<file path="config.mk">
export PLATFORM = sky130hd
export DESIGN_NAME = alu_rr_arbiter_flat
export DESIGN_NICKNAME = d
export VERILOG_FILES = /design/src/rtl/alu_pkg.sv /design/src/rtl/alu_rr_arbiter_if.sv /design/src/rtl/alu_rr_arbiter_alu_4bit.sv /design/src/rtl/alu_rr_arbiter.sv /design/src/flat_wrapper.sv
export SDC_FILE = /design/constraint.sdc
export NUM_CORES = 1
export LEC_CHECK = 0
export BUFFER_PORTS_ARGS = -buffer_cell sky130_fd_sc_hd__buf_2
export CAP_MARGIN = 20
export CORE_MARGIN = 5
export CORE_UTILIZATION = 50
export CTS_BUF_LIST = sky130_fd_sc_hd__clkbuf_2 sky130_fd_sc_hd__clkbuf_4 sky130_fd_sc_hd__clkbuf_8
export CTS_CLUSTER_DIAMETER = 50
export CTS_CLUSTER_SIZE = 24
export DETAILED_ROUTE_END_ITERATION = 10
export PLACE_DENSITY = 0.77
export SETUP_SLACK_MARGIN = 0.05
export SLEW_MARGIN = 20
export SYNTH_ARGS = -nofsm -noshare
export SYNTH_HDL_FRONTEND = slang
export SYNTH_SLANG_ARGS = --single-unit
</file>
<file path="constraint.sdc">
create_clock -name clk -period 3.7 [get_ports clk]
set_clock_uncertainty 0.1 [all_clocks]
set_input_delay 0.74 -clock clk [delete_from_list [all_inputs] [get_ports clk]]
set_output_delay 0.74 -clock clk [all_outputs]
set_load 0.01 [all_outputs]
</file>
<file path="src/rtl/alu_pkg.sv">
// Shared ALU definitions: opcode encoding used by the arbiter, the ALU and the bench.
package alu_pkg;

  typedef enum logic [2:0] {
    ALU_ADD = 3'b000,
    ALU_SUB = 3'b001,
    ALU_AND = 3'b010,
    ALU_OR  = 3'b011,
    ALU_XOR = 3'b100,
    ALU_NOT = 3'b101,
    ALU_SHL = 3'b110,
    ALU_SHR = 3'b111
  } alu_op_t;

  localparam int ALU_W = 4;

endpackage

</file>
<file path="src/rtl/alu_rr_arbiter_if.sv">
// Two-requester operation bus plus single response channel of the shared ALU.
interface alu_rr_arbiter_if;
  import alu_pkg::*;

  logic             req0_valid;
  logic             req0_ready;
  logic [ALU_W-1:0] req0_a;
  logic [ALU_W-1:0] req0_b;
  logic [2:0]       req0_sel;

  logic             req1_valid;
  logic             req1_ready;
  logic [ALU_W-1:0] req1_a;
  logic [ALU_W-1:0] req1_b;
  logic [2:0]       req1_sel;

  logic             rsp_valid;
  logic             rsp_ready;
  logic             rsp_id;
  logic [ALU_W-1:0] rsp_result;
  logic             rsp_zero;
  logic             rsp_carry;
  logic             rsp_ovf;

  modport slave (
    input  req0_valid, req0_a, req0_b, req0_sel,
    input  req1_valid, req1_a, req1_b, req1_sel,
    input  rsp_ready,
    output req0_ready, req1_ready,
    output rsp_valid, rsp_id, rsp_result, rsp_zero, rsp_carry, rsp_ovf
  );

  modport master (
    output req0_valid, req0_a, req0_b, req0_sel,
    output req1_valid, req1_a, req1_b, req1_sel,
    output rsp_ready,
    input  req0_ready, req1_ready,
    input  rsp_valid, rsp_id, rsp_result, rsp_zero, rsp_carry, rsp_ovf
  );

endinterface

</file>
<file path="src/rtl/alu_rr_arbiter_alu_4bit.sv">
// Purely combinational 4-bit ALU with Zero/Carry/Overflow flags.
module alu_4bit
  import alu_pkg::*;
(
  input  logic [3:0] a,
  input  logic [3:0] b,
  input  alu_op_t    ALU_Sel,
  output logic [3:0] ALU_Result,
  output logic       Zero,
  output logic       Carry,
  output logic       Overflow
);

  logic [4:0] sum;
  logic [4:0] diff;

  assign sum  = {1'b0, a} + {1'b0, b};
  assign diff = {1'b0, a} - {1'b0, b};

  // Carry of SUB is the borrow, which is bit 4 of the zero-extended difference
  always_comb begin
    ALU_Result = 4'b0000;
    Carry      = 1'b0;
    Overflow   = 1'b0;
    case (ALU_Sel)
      ALU_ADD: begin
        ALU_Result = sum[3:0];
        Carry      = sum[4];
        Overflow   = (a[3] == b[3]) && (sum[3] != a[3]);
      end
      ALU_SUB: begin
        ALU_Result = diff[3:0];
        Carry      = diff[4];
        Overflow   = (a[3] != b[3]) && (diff[3] != a[3]);
      end
      ALU_AND: ALU_Result = a & b;
      ALU_OR:  ALU_Result = a | b;
      ALU_XOR: ALU_Result = a ^ b;
      ALU_NOT: ALU_Result = ~a;
      ALU_SHL: begin
        ALU_Result = {a[2:0], 1'b0};
        Carry      = a[3];
      end
      ALU_SHR: begin
        ALU_Result = {1'b0, a[3:1]};
        Carry      = a[0];
      end
      default: ALU_Result = 4'b0000;
    endcase
  end

  assign Zero = (ALU_Result == 4'b0000);

endmodule

</file>
<file path="src/rtl/alu_rr_arbiter.sv">
// Round-robin sharing of one 4-bit ALU between two requesters, with a single
// registered response slot and saturating per-requester acceptance counters.
module alu_rr_arbiter
  import alu_pkg::*;
#(
  parameter int FIRST_GRANT = 0,
  parameter int CNT_W       = 8
) (
  input  logic               clk,
  input  logic               rst_n,
  alu_rr_arbiter_if.slave    bus,
  output logic [CNT_W-1:0]   cnt0,
  output logic [CNT_W-1:0]   cnt1
);

  localparam logic PRIO_RST = (FIRST_GRANT != 0);

  // prio names the requester that wins the next contended cycle
  logic       prio;
  logic       grant0;
  logic       grant1;
  logic       out_free;
  logic       accept0;
  logic       accept1;
  logic [3:0] alu_a;
  logic [3:0] alu_b;
  alu_op_t    alu_sel;
  logic [3:0] alu_result;
  logic       alu_zero;
  logic       alu_carry;
  logic       alu_ovf;

  assign grant0   = bus.req0_valid && (!bus.req1_valid || !prio);
  assign grant1   = bus.req1_valid && (!bus.req0_valid ||  prio);
  assign out_free = !bus.rsp_valid || bus.rsp_ready;
  assign accept0  = grant0 && out_free;
  assign accept1  = grant1 && out_free;

  // Reset gates only the outputs so that rst_n never reaches a flop data input
  assign bus.req0_ready = accept0 && rst_n;
  assign bus.req1_ready = accept1 && rst_n;

  assign alu_a   = grant1 ? bus.req1_a : bus.req0_a;
  assign alu_b   = grant1 ? bus.req1_b : bus.req0_b;
  assign alu_sel = alu_op_t'(grant1 ? bus.req1_sel : bus.req0_sel);

  alu_4bit u_alu (
    .a          (alu_a),
    .b          (alu_b),
    .ALU_Sel    (alu_sel),
    .ALU_Result (alu_result),
    .Zero       (alu_zero),
    .Carry      (alu_carry),
    .Overflow   (alu_ovf)
  );

  always_ff @(posedge clk or negedge rst_n) begin
    if (!rst_n) begin
      prio           <= PRIO_RST;
      bus.rsp_valid  <= 1'b0;
      bus.rsp_id     <= 1'b0;
      bus.rsp_result <= 4'b0000;
      bus.rsp_zero   <= 1'b0;
      bus.rsp_carry  <= 1'b0;
      bus.rsp_ovf    <= 1'b0;
    end else if (accept0 || accept1) begin
      prio           <= accept0;
      bus.rsp_valid  <= 1'b1;
      bus.rsp_id     <= accept1;
      bus.rsp_result <= alu_result;
      bus.rsp_zero   <= alu_zero;
      bus.rsp_carry  <= alu_carry;
      bus.rsp_ovf    <= alu_ovf;
    end else if (bus.rsp_ready) begin
      bus.rsp_valid  <= 1'b0;
    end
  end

  always_ff @(posedge clk or negedge rst_n) begin
    if (!rst_n) begin
      cnt0 <= '0;
      cnt1 <= '0;
    end else begin
      if (accept0 && !(&cnt0)) cnt0 <= cnt0 + 1'b1;
      if (accept1 && !(&cnt1)) cnt1 <= cnt1 + 1'b1;
    end
  end

endmodule

</file>
<file path="src/flat_wrapper.sv">
// flat-port wrapper written by rule: the top's interface ports become plain ports
module alu_rr_arbiter_flat import alu_pkg::*;
#(
  parameter int FIRST_GRANT = 0,
  parameter int CNT_W       = 8
)
  (clk, rst_n, cnt0, cnt1, bus_req0_valid, bus_req0_a, bus_req0_b, bus_req0_sel, bus_req1_valid, bus_req1_a, bus_req1_b, bus_req1_sel, bus_rsp_ready, bus_req0_ready, bus_req1_ready, bus_rsp_valid, bus_rsp_id, bus_rsp_result, bus_rsp_zero, bus_rsp_carry, bus_rsp_ovf);
  alu_rr_arbiter_if bus_i ();
  input  logic clk;
  input  logic rst_n;
  output logic [CNT_W-1:0] cnt0;
  output logic [CNT_W-1:0] cnt1;
  input wire logic [$bits(bus_i.req0_valid)-1:0] bus_req0_valid;
  input wire logic [$bits(bus_i.req0_a)-1:0] bus_req0_a;
  input wire logic [$bits(bus_i.req0_b)-1:0] bus_req0_b;
  input wire logic [$bits(bus_i.req0_sel)-1:0] bus_req0_sel;
  input wire logic [$bits(bus_i.req1_valid)-1:0] bus_req1_valid;
  input wire logic [$bits(bus_i.req1_a)-1:0] bus_req1_a;
  input wire logic [$bits(bus_i.req1_b)-1:0] bus_req1_b;
  input wire logic [$bits(bus_i.req1_sel)-1:0] bus_req1_sel;
  input wire logic [$bits(bus_i.rsp_ready)-1:0] bus_rsp_ready;
  output wire logic [$bits(bus_i.req0_ready)-1:0] bus_req0_ready;
  output wire logic [$bits(bus_i.req1_ready)-1:0] bus_req1_ready;
  output wire logic [$bits(bus_i.rsp_valid)-1:0] bus_rsp_valid;
  output wire logic [$bits(bus_i.rsp_id)-1:0] bus_rsp_id;
  output wire logic [$bits(bus_i.rsp_result)-1:0] bus_rsp_result;
  output wire logic [$bits(bus_i.rsp_zero)-1:0] bus_rsp_zero;
  output wire logic [$bits(bus_i.rsp_carry)-1:0] bus_rsp_carry;
  output wire logic [$bits(bus_i.rsp_ovf)-1:0] bus_rsp_ovf;
  assign bus_i.req0_valid = bus_req0_valid;
  assign bus_i.req0_a = bus_req0_a;
  assign bus_i.req0_b = bus_req0_b;
  assign bus_i.req0_sel = bus_req0_sel;
  assign bus_i.req1_valid = bus_req1_valid;
  assign bus_i.req1_a = bus_req1_a;
  assign bus_i.req1_b = bus_req1_b;
  assign bus_i.req1_sel = bus_req1_sel;
  assign bus_i.rsp_ready = bus_rsp_ready;
  assign bus_req0_ready = bus_i.req0_ready;
  assign bus_req1_ready = bus_i.req1_ready;
  assign bus_rsp_valid = bus_i.rsp_valid;
  assign bus_rsp_id = bus_i.rsp_id;
  assign bus_rsp_result = bus_i.rsp_result;
  assign bus_rsp_zero = bus_i.rsp_zero;
  assign bus_rsp_carry = bus_i.rsp_carry;
  assign bus_rsp_ovf = bus_i.rsp_ovf;
  alu_rr_arbiter #(.FIRST_GRANT(FIRST_GRANT), .CNT_W(CNT_W)) u_core (.clk(clk), .rst_n(rst_n), .bus(bus_i), .cnt0(cnt0), .cnt1(cnt1));
endmodule
</file>
* Word-level counts from Yosys, hierarchy flattened
Cells that the tools add are included.
Widths: inputs -> output; s select.
** Word-level totals
- Register bits :: 26
- Input port bits :: 27
- Output and inout port bits :: 27
- Logic and storage cells :: 61
** Cells by class
- Add/subtract/negate cells :: 4
- Eq/ne operators :: 11
- Muxes and demuxes :: 8
- Bitwise gates (word level) :: 4
- Reduce and logical (&&, ||, !) cells :: 25
** Operators with widths (number)
- $pmux 4 s8 :: 1
- $add 8x1->8 const B :: 2
- $reduce_and 8->1 :: 2
- $eq 3x3->1 const B :: 4
- $logic_and 1x1->1 :: 10
- $mux 4 :: 2
- $eq 3x2->1 const B :: 2
- $logic_not 1->1 :: 6
- $add 4x4->5 :: 1
- $sub 4x4->5 :: 1
- $and 4x4->4 :: 1
- $logic_not 4->1 :: 1
- $logic_or 1x1->1 :: 4
- $not 4->4 :: 1
- $or 4x4->4 :: 1
- $pmux 1 s4 :: 1
- $xor 4x4->4 :: 1
- $eq 3x1->1 const B :: 1
- $logic_not 3->1 :: 1
- $mux 3 :: 1
- $ne 1x1->1 :: 3
- $mux 1 :: 2
- $pmux 1 s2 :: 1
- $reduce_bool 2->1 :: 1
- $eq 1x1->1 :: 1

* Logic depth before layout (Yosys ltp)
Gate-level depths: netlist of the first run.
- Word-level depth :: 8
- Mapped depth :: 14

* By module
From an unflattened synthesis of the first run, not the netlist that was laid out.
** Second synthesis, totals
- Cells, all modules :: 215
- Area total of the unflattened synthesis :: 2119.5 µm²
** Modules (own cells, without submodules)
- alu_rr_arbiter :: times used 1, cells an instance 122, area an instance 1403.8 µm²
- alu_4bit :: times used 1, cells an instance 93, area an instance 715.7 µm²

* Least setup slack after synthesis of the first run
OpenSTA, ideal clock, no wires.
- Path kind :: in2reg
- Start :: input port bus_req1_valid
- End :: register u_core.bus.rsp_zero
- Library setup time :: 0.122 ns
- Data arrival time :: 2.914 ns
- Slack :: 0.564 ns
- Stages on the path :: 14
- Buffers on the path :: 3
- Cell sequence :: buf_2 > nand2_4 > buf_4 > buf_2 > nand2_1 > nand2_1 > ha_1 > fa_1 > xnor2_1 > nor4_1 > nor3_1 > a41oi_1 > nor3_1 > a32o_1
** Between the ends
- Longest elaborated chain between the ends :: 5
** RTL lines
- start: declaration :: RTL line flat_wrapper.sv:17 : input wire logic [$bits(bus_i.req1_valid)-1:0] bus_req1_valid;
- $logic_and 1x1->1 / $logic_not 1->1 (equally long branches) :: RTL line alu_rr_arbiter.sv:34, alu_rr_arbiter.sv:33
- $mux 4, or another cell as far along :: RTL line alu_rr_arbiter.sv:43 : assign alu_a = grant1 ? bus.req1_a : bus.req0_a;
- $sub 4x4->5, or another cell as far along :: RTL line alu_rr_arbiter_alu_4bit.sv:18 : assign diff = {1'b0, a} - {1'b0, b};
- $pmux 4 s8 / $logic_and 1x1->1 (equally long branches) :: RTL line alu_rr_arbiter_alu_4bit.sv:25, alu_rr_arbiter.sv:36
- $logic_not 4->1 / $logic_or 1x1->1 (equally long branches) :: RTL line alu_rr_arbiter_alu_4bit.sv:52, alu_rr_arbiter.sv:66
- end signal: assignment :: RTL line alu_rr_arbiter.sv:71 : bus.rsp_zero <= alu_zero;
- end: declaration :: RTL line alu_rr_arbiter_if.sv:30 : output rsp_valid, rsp_id, rsp_result, rsp_zero, rsp_carry, rsp_ovf
Parallel ways exist; a longest one is shown, timed or not.
A chain may end at the register's enable or synchronous reset.

* Final worst setup path of the first run
- Start :: input port bus_req0_valid
- End :: register u_core.bus.rsp_zero
** Between the ends
- Longest elaborated chain between the ends :: 7
** RTL lines
- start: declaration :: RTL line flat_wrapper.sv:13 : input wire logic [$bits(bus_i.req0_valid)-1:0] bus_req0_valid;
- $logic_not 1->1 :: RTL line alu_rr_arbiter.sv:34 : assign grant1 = bus.req1_valid && (!bus.req0_valid || prio);
- $logic_or 1x1->1 :: RTL line alu_rr_arbiter.sv:34
- $logic_and 1x1->1 :: RTL line alu_rr_arbiter.sv:34
- $mux 4, or another cell as far along :: RTL line alu_rr_arbiter.sv:43
- $sub 4x4->5, or another cell as far along :: RTL line alu_rr_arbiter_alu_4bit.sv:18
- $pmux 4 s8 :: RTL line alu_rr_arbiter_alu_4bit.sv:25 : case (ALU_Sel)
- $logic_not 4->1 :: RTL line alu_rr_arbiter_alu_4bit.sv:52 : assign Zero = (ALU_Result == 4'b0000);
Parallel ways exist; a longest one is shown, timed or not.

==> results of run 1 <==
==> power breakdown <==
part	switching, mW	internal [mW]
registers	0.0849	0.370
clock network	0.0802	0.0728
logic	0.295	0.240
==> flip-flops by register name, summed over array words and instances (netlist names) <==
register               count
u_core.bus.rsp_id          1
u_core.bus.rsp_ovf         1
u_core.cnt1                8
u_core.bus.rsp_result      4
u_core.bus.rsp_valid       1
u_core.bus.rsp_carry       1
u_core.bus.rsp_zero        1
u_core.prio                1
u_core.cnt0                8
==> routing by layer <==
layer  GRT usage (%)  up-vias
met5               0        -
met4           7.115        0
met3           2.937       10
met2           33.17       79
met1           27.42      924
li1                -      960
==> worst reg2reg max path, cell delays in order, from the launching register on <==
cell and delay [ns]:
dfrtp_1 0.41, nand2b_4 0.18, nand2_4 0.26, mux2_2 0.27, inv_1 0.07, ha_1 0.22, fa_1 0.41, xnor2_1 0.15
nor4_1 0.18, nor3_1 0.08, a41oi_1 0.22, nor3_1 0.09, a32o_1 0.22
==> cell families after synthesis <==
| kind of cell | count (synthesis) |
|---|---|
| fa+ha+maj | 16 |
| compound gates | 52 |
| flops | 26 |
| xor+xnor | 18 |
| simple gates | 99 |
| buf+inv | 23 |
| mux | 10 |
==> cells in the final DEF, fill, tap and decap left out, types with 3 or more instances in the layout <==
| cell | n |
|---|---|
| nor2_1 | 15 |
| o211ai_1 | 4 |
| dfrtp_1 | 26 |
| mux2_2 | 6 |
| and3_1 | 4 |
| ha_1 | 14 |
| a31oi_1 | 4 |
| xnor2_1 | 13 |
| nand2_1 | 41 |
| nand3_1 | 11 |
| o21ai_0 | 8 |
| o31ai_1 | 4 |
| nor3_1 | 5 |
| buf_2 | 53 |
| inv_1 | 11 |
| a21oi_1 | 5 |
| xor2_1 | 5 |
| o22ai_1 | 6 |
| nand2b_1 | 7 |
| clkbuf_8 | 3 |
| nand4_1 | 4 |
==> final timing paths <==
path                                           from                       end  slack [ns]  cells after the start
min reg2reg                u_core.bus.rsp_result[1]  u_core.bus.rsp_result[1]        0.39                      2
max in group asynchronous                     rst_n      u_core.bus.rsp_carry        2.76                      1
max                                  bus_req0_valid       u_core.bus.rsp_zero        0.61                     13
max reg2reg                             u_core.prio       u_core.bus.rsp_zero        0.73                     12
min                                           rst_n            u_core.cnt1[1]        0.36                      1
min in group clk           u_core.bus.rsp_result[1]  u_core.bus.rsp_result[1]        0.39                      2
==> layout make-up <==
type / instances / area [µm²]
fill: 381 / 1638
clock buffer: 3 / 41.29
inverter: 11 / 41.29
sequential: 26 / 650.6
tap: 50 / 62.56
multi-input combinational: 195 / 1351
timing repair buffer: 54 / 272.8
==> results, run 1 <==
- The critical path endpoint category is a flop.
- The commonest cells after synthesis are nand2_1 (41), dfrtp_1 (26), nor2_1 (15).
- The number of distinct library cell variants in the gate-level netlist after synthesis is 52.
- Setup violations remaining at the end of the flow were counted as 0.
- In the routed design, unresolved DRC markers number 0.
- The worst-case IR drop observed on VDD is 0.0003996 V.
- STA classifies the critical path startpoint as a primary input.
- The vias after detailed routing is 1973.
- The slew at the pin with the worst max-slew slack is 0.6627 ns.
- The cell with the biggest individual delay on the critical path is fa_1.
- The number of endpoints with negative hold slack in the final report is 0.
- Synthesis produced a netlist whose cell count is 244.
- The placed cell count is 336.
- In this run, synthesis inferred 0 flip-flops with an integrated enable.
- The portion of synthesized cell area occupied by the leading cell type is 30.81%.
- The final max-slew violation count is 0.
- The detailed router used layers up to and including met4.
- STA puts the critical path data arrival time at 3.15 ns.
- The number of nets handed over by synthesis was 287.
- For this run, asynchronously set or reset flops after synthesis account for 100.0%.
- The post-synthesis compound-gate area fraction is 17.71%.
- The post-route core utilization is 59.64%.
- The synthesized netlist devotes 10.19% of its cell area to adder and majority cells.
- Entering global routing, the biggest net connects 29 pins.
- The number of synthesis warnings is 0.
- The vertical die dimension is 74.99 µm.
- After detailed placement, the total cell area comes to 2379 µm².
- TritonCTS built the clock tree.
- The number of iterations in the first detailed-routing pass is 4.
- The initial antenna violation count is 0.
- The via count of the first global-routing pass is 1948.
- After layout, the worst setup slack is 0.6095 ns.
- Counting every sink on the clock net gives 26.
- The flip-flop cell with the highest count after synthesis is dfrtp_1.
- The later pin in the worst-skew pair is clocked with a latency of 0.26 ns.
- The worst setup path is of the primary input to flop kind.
- The wire length after detailed routing is 5.277 mm.
- The number of instances resized during post-cts repair is 0.
- The congestion estimate from routability-driven global placement came to 0.9550.
- The post-synthesis area per instance is 8.656 µm².
- The average wire per cell in the routed design is 15.57 µm.
- For the final routed database, the setup TNS stands at 0 ns.
- The setup fix buffers added after clock tree synthesis is 0.
- Summing the areas of all and, or, nand and nor instances in the mapped netlist gives 22.93% of the synthesized area.
- The HPWL after detailed placement is 4.116 mm.
- The hold buffer count at CTS is 0.
- The number of port buffers is 53.
- The met1 routed wirelength after detailed routing is 2.343 mm.
- Buffers inserted during clock tree synthesis total 3.
- The area growth from synthesis to layout is 14.57%.
- The worst-path maximum fanout is 25.
- The sum of buffers and inverters on the critical path is 2.
- The final critical delay including setup and external delays is 3.090 ns.
- For this design the ratio of total power to cell area is 472.2 nW/µm².
- The run finished with clean final reports.
- The class of the tightest hold or removal check is primary input to async pin.
- The number of buffers on the longest clock path is 2.
- Across the run, the number of max-cap violations was 0.
- Counting stages on the worst path, the most repeated cell is nor3_1.
- By area the synthesized netlist is led by dfrtp_1 (31%), ha_1 (8.3%), nand2_1 (7.3%).
- The first global-routing pass estimated 9.080 mm of wire.
- The largest single stage delay on the critical path is 0.41 ns.
- The number of H-tree levels is 1.
- The most used standard cell by instance count after synthesis is nand2_1.
- The worst slew margin relative to its limit is 54.95%.
- The placement-stage worst setup slack is 0.3327 ns.
- Across all hold checks on the routed design, the worst slack comes to 0.3587 ns.
- From left edge to right edge, the die measures 74.99 µm.
- CTS placed an instance of clkbuf_8 at the clock tree root.
- In the final layout, the share of cells above drive strength 1 is 24.57%.
- The number of primary I/O pins is 54.
- For this run, the top clock speed supported by timing is 0.3236 GHz.
- The number of nets still failing antenna checks after routing is 0.
- Summing internal, switching and leakage power gives 1.143 mW.
- Grouping stages by cell kind, the critical path spends the most delay in simple AND/OR/NAND/NOR gates.
- Once the floorplan was initialized, standard cells occupied 52.05% of the core.
- Wire segments on met3 add up to 420 µm in the final route.
- The leakage power total is 1.186 nW.
- The mux contribution to synthesized area is 5.687%.
- Summing the areas of all xor and xnor instances in the mapped netlist gives 7.464% of the synthesized area.
- The per-cell via count in the routed design is 5.820.
- The finished layout holds 339 standard cells, fillers aside.
- The floorplan has 23 rows.
- Detailed routing placed a total of 2.411 mm of wire on met2.
- The largest family of logic cells by synthesized area is simple AND/OR/NAND/NOR gates.
- The number of antenna diodes is 0.
- After floorplanning, the core was sized to cover 4058 µm².
- The required time of the critical path is 3.76 ns.
- The sequential fraction of the synthesis area is 30.81%.
- The signal on the critical path passes through buf_2 > nand2b_4 > nand2_4 > mux2_2 > inv_1 > ha_1 > fa_1 > xnor2_1 > nor4_1 > nor3_1 > a41oi_1 > nor3_1 > a32o_1.
- The overall overflow remaining after global route is 0.
- The final non-filler cell area is 2420 µm².
- The floorplan step defined a die boundary enclosing 5624 µm².
- Global routing consumed, over all layers together, 20.29% of the routing resources.
- The number of violations reported at the end of detailed-routing iteration 0 is 154.
- The cell accounting for the most synthesized area is dfrtp_1.
- In the finished design, the share of the clock period the worst path needs comes to 83.53%.
- The cell area that synthesis handed to floorplanning was 2112 µm².
- Setup repair after global routing left no endpoint under its margin.
- Counting flops and latches in the post-synthesis netlist gives 26.
- Clock-pin slew was measured on the worst setup and hold paths at 0.08 ns.
- For this run, the post-layout net count is 334.
Power figures use the tool's default switching activity.
==> inputs of run 2 (changes only) <==
- PLACE_DENSITY: 0.77 -> 0.8
- clock period: 3.7 -> 2.6 ns (I/O delays scaled with it)
==> results, run 2 (same netlist as run 1, synthesis figures left out) <==
- The fraction of layout cells with a size suffix above 1 is 41.39%.
- The critical path endpoint category is a flop.
- After detailed routing, the number of remaining DRC violations is 0.
- The via count of the first global-routing pass is 2140.
- The total of max-cap violations is 0.
- The routed design has 6.307 mm of wire.
- The library cell used most frequently in the layout, excluding fill and tap cells, is buf_2.
- Routability-driven placement finished with a final weighted congestion of 1.050.
- From synthesis to final layout, the design area changed by 38.09%.
- The leakage power total is 1.429 nW.
- Cell internal power was estimated by the tool at 1.158 mW.
- The number of primary I/O pins is 54.
- The analysis attributes to net switching a power of 0.7537 mW.
- VDD sags by at most 0.0004809 V.
- CTS built an H-tree with a depth of 1.
- At the pin with the least slew margin, the transition time is 0.5448 ns.
- The number of endpoints with negative hold slack in the final report was 0.
- The highest achievable clock rate is 0.3750 GHz.
- 0 antenna diodes ended up in the layout.
- The routed design could run at a clock period as short as 2.667 ns.
- The die covers 5624 µm².
- After detailed placement, the total cell area comes to 2743 µm².
- The hold buffer count at CTS is 0.
- The clock network fraction of design power is 13.7%.
- The worst path uses 102.6% of the clock period.
- The number of port buffers is 53.
- The fraction of power consumed by sequential logic is 34.2%.
- In this run switching power makes up 39.42% of total power.
- Setup repair after global routing could not meet its margin everywhere.
- Data on the critical path arrives at its endpoint at 2.78 ns.
- The number of nets still failing antenna checks after routing is 0.
- The overall overflow remaining after global route is 0.
- Final hold analysis gives a worst-case slack of 0.02120 ns.
- Of all nets on the critical path, the largest fanout is 8.
- The number of buffers on the longest clock path is 2.
- Combinational cells account for 52.2% of the total power.
- The average wire per cell in the routed design is 16.55 µm.
- The number of violations reported at the end of detailed-routing iteration 0 is 162.
- The final non-filler cell area is 2917 µm².
- After legalization and detailed placement, the total HPWL measured 4.844 mm.
- The standard-cell row count is 23.
- The required time of the critical path is 2.71 ns.
- For the worst-skew pair, the clock arrives at the later sink with an insertion delay of 0.27 ns.
- The pin count of the biggest net entering global routing is 16.
- The final net count is 375.
- The total power draw is 1.912 mW.
- The non-filler instance count after layout is 381.
- The number of buffers added by the clock tree synthesis step is 3.
- For this design, the sink count on the clock tree is 26.
- TritonCTS built the clock tree.
- Global routing used 23.69% of the available tracks.
- The die span in x is 74.99 µm.
- After detailed routing, the number of vias per cell comes to 5.761.
- Clock-pin slew was measured on the worst setup and hold paths at 0.09 ns.
- Timing analysis after detailed placement gives a worst setup slack of -0.3021 ns.
- The vias after detailed routing is 2195.
- STA classifies the critical path startpoint as a flop.
- The largest registers in the layout are u_core.cnt0 x8, u_core.cnt1 x8, u_core.bus.rsp_result x4.
- The worst setup path is of the flop to flop kind.
- The run finished, with violations left.
- The clock tree root buffer cell is clkbuf_8.
- The post-route core utilization is 71.88%.
- The total of endpoints with negative setup slack in the final report is 2.
- The final max-slew violation count is 0.
- Adding up every negative setup slack in the final design gives -0.06879 ns.
- The tightest min-delay check is of the primary input to async pin type.
- In the layout the commonest cells are buf_2 (53), buf_4 (41), nand2_1 (34).
- After floorplanning, the core was sized to cover 4058 µm².
- The cell area power density is 655.6 nW/µm².
- The initial antenna violation count is 0.
- The checks that failed: setup timing.
- The vertical die dimension is 74.99 µm.
- The worst slew margin relative to its limit is 63.37%.
- Counting tap cells, the placed design contains a total of 373 instances.
- The effective utilization at floorplan is 52.05%.
- The first-pass GRT wire length is 10.21 mm.
- The number of iterations in the first detailed-routing pass is 4.
- The final worst setup slack is -0.06689 ns.
## run 2: cell count changes in the layout (fill, tap and decap cells not counted), sizes merged
cell / change
buf: +41
clkbuf: +1
## run 2: critical path, stage by stage, from the launching register on
cell and delay (ns):
dfrtp_1 0.39, nand2b_4 0.18, and2_4 0.22, nand2_4 0.09, nand2_4 0.07, ha_4 0.17, fa_2 0.39, xnor2_4 0.19
nor4_2 0.06, nor3_1 0.19, a41oi_1 0.15, nor3_1 0.25, a32o_1 0.19
## run 2: power groups by stage
| stage | registers [mW] | clock network [mW] | logic, mW |
|---|---|---|---|
| after floorplan | 0.699 | 0 | 0.499 |
| after global placement | 0.648 | 0 | 0.905 |
| after detailed placement | 0.658 | 0 | 0.931 |
| after CTS | 0.651 | 0.263 | 0.956 |
| after global routing | 0.672 | 0.290 | 1.09 |
| final | 0.653 | 0.261 | 0.997 |
## run 2: per-layer routing
layer  GRT usage, %  vias up  part of all wire [%]
li1               -     1046                     -
met1          32.89     1051                    43
met3          3.872       16                   6.3
met5              0        -                     0
met4          6.719        0                   2.2
met2          38.20       82                    48
## run 2: area by class of cell
class	instances	area, µm²
Tap cell	50	62.56
Inverter	11	41.29
Timing Repair Buffer	95	593.1
Multi-Input combinational cell	195	1514
Clock buffer	4	55.05
Fill cell	314	1141
Sequential cell	26	650.6
## run 2: worst paths after layout
kind | from | end | slack (ns) | cells past startpoint
max reg2reg | u_core.prio | u_core.bus.rsp_zero | -0.07 | 12
min reg2reg | u_core.cnt1[6] | u_core.cnt1[6] | 0.39 | 1
max | u_core.prio | u_core.bus.rsp_zero | -0.07 | 12
min | rst_n | u_core.bus.rsp_valid | 0.02 | 1
max in group asynchronous | rst_n | u_core.bus.rsp_carry | 1.89 | 2
min in group clk | u_core.cnt1[6] | u_core.cnt1[6] | 0.39 | 1
## run 2: repair_timing
| action | 4_1_cts | 5_1_grt |
|---|---|---|
| pin swaps | 5 | 2 |
| endpoints found under the setup margin | 3 | 6 |
| resized for setup | 7 | 12 |
| hold endpoints to repair | 0 | 0 |
| gates cloned | 0 | 0 |
| setup buffers | 2 | 2 |
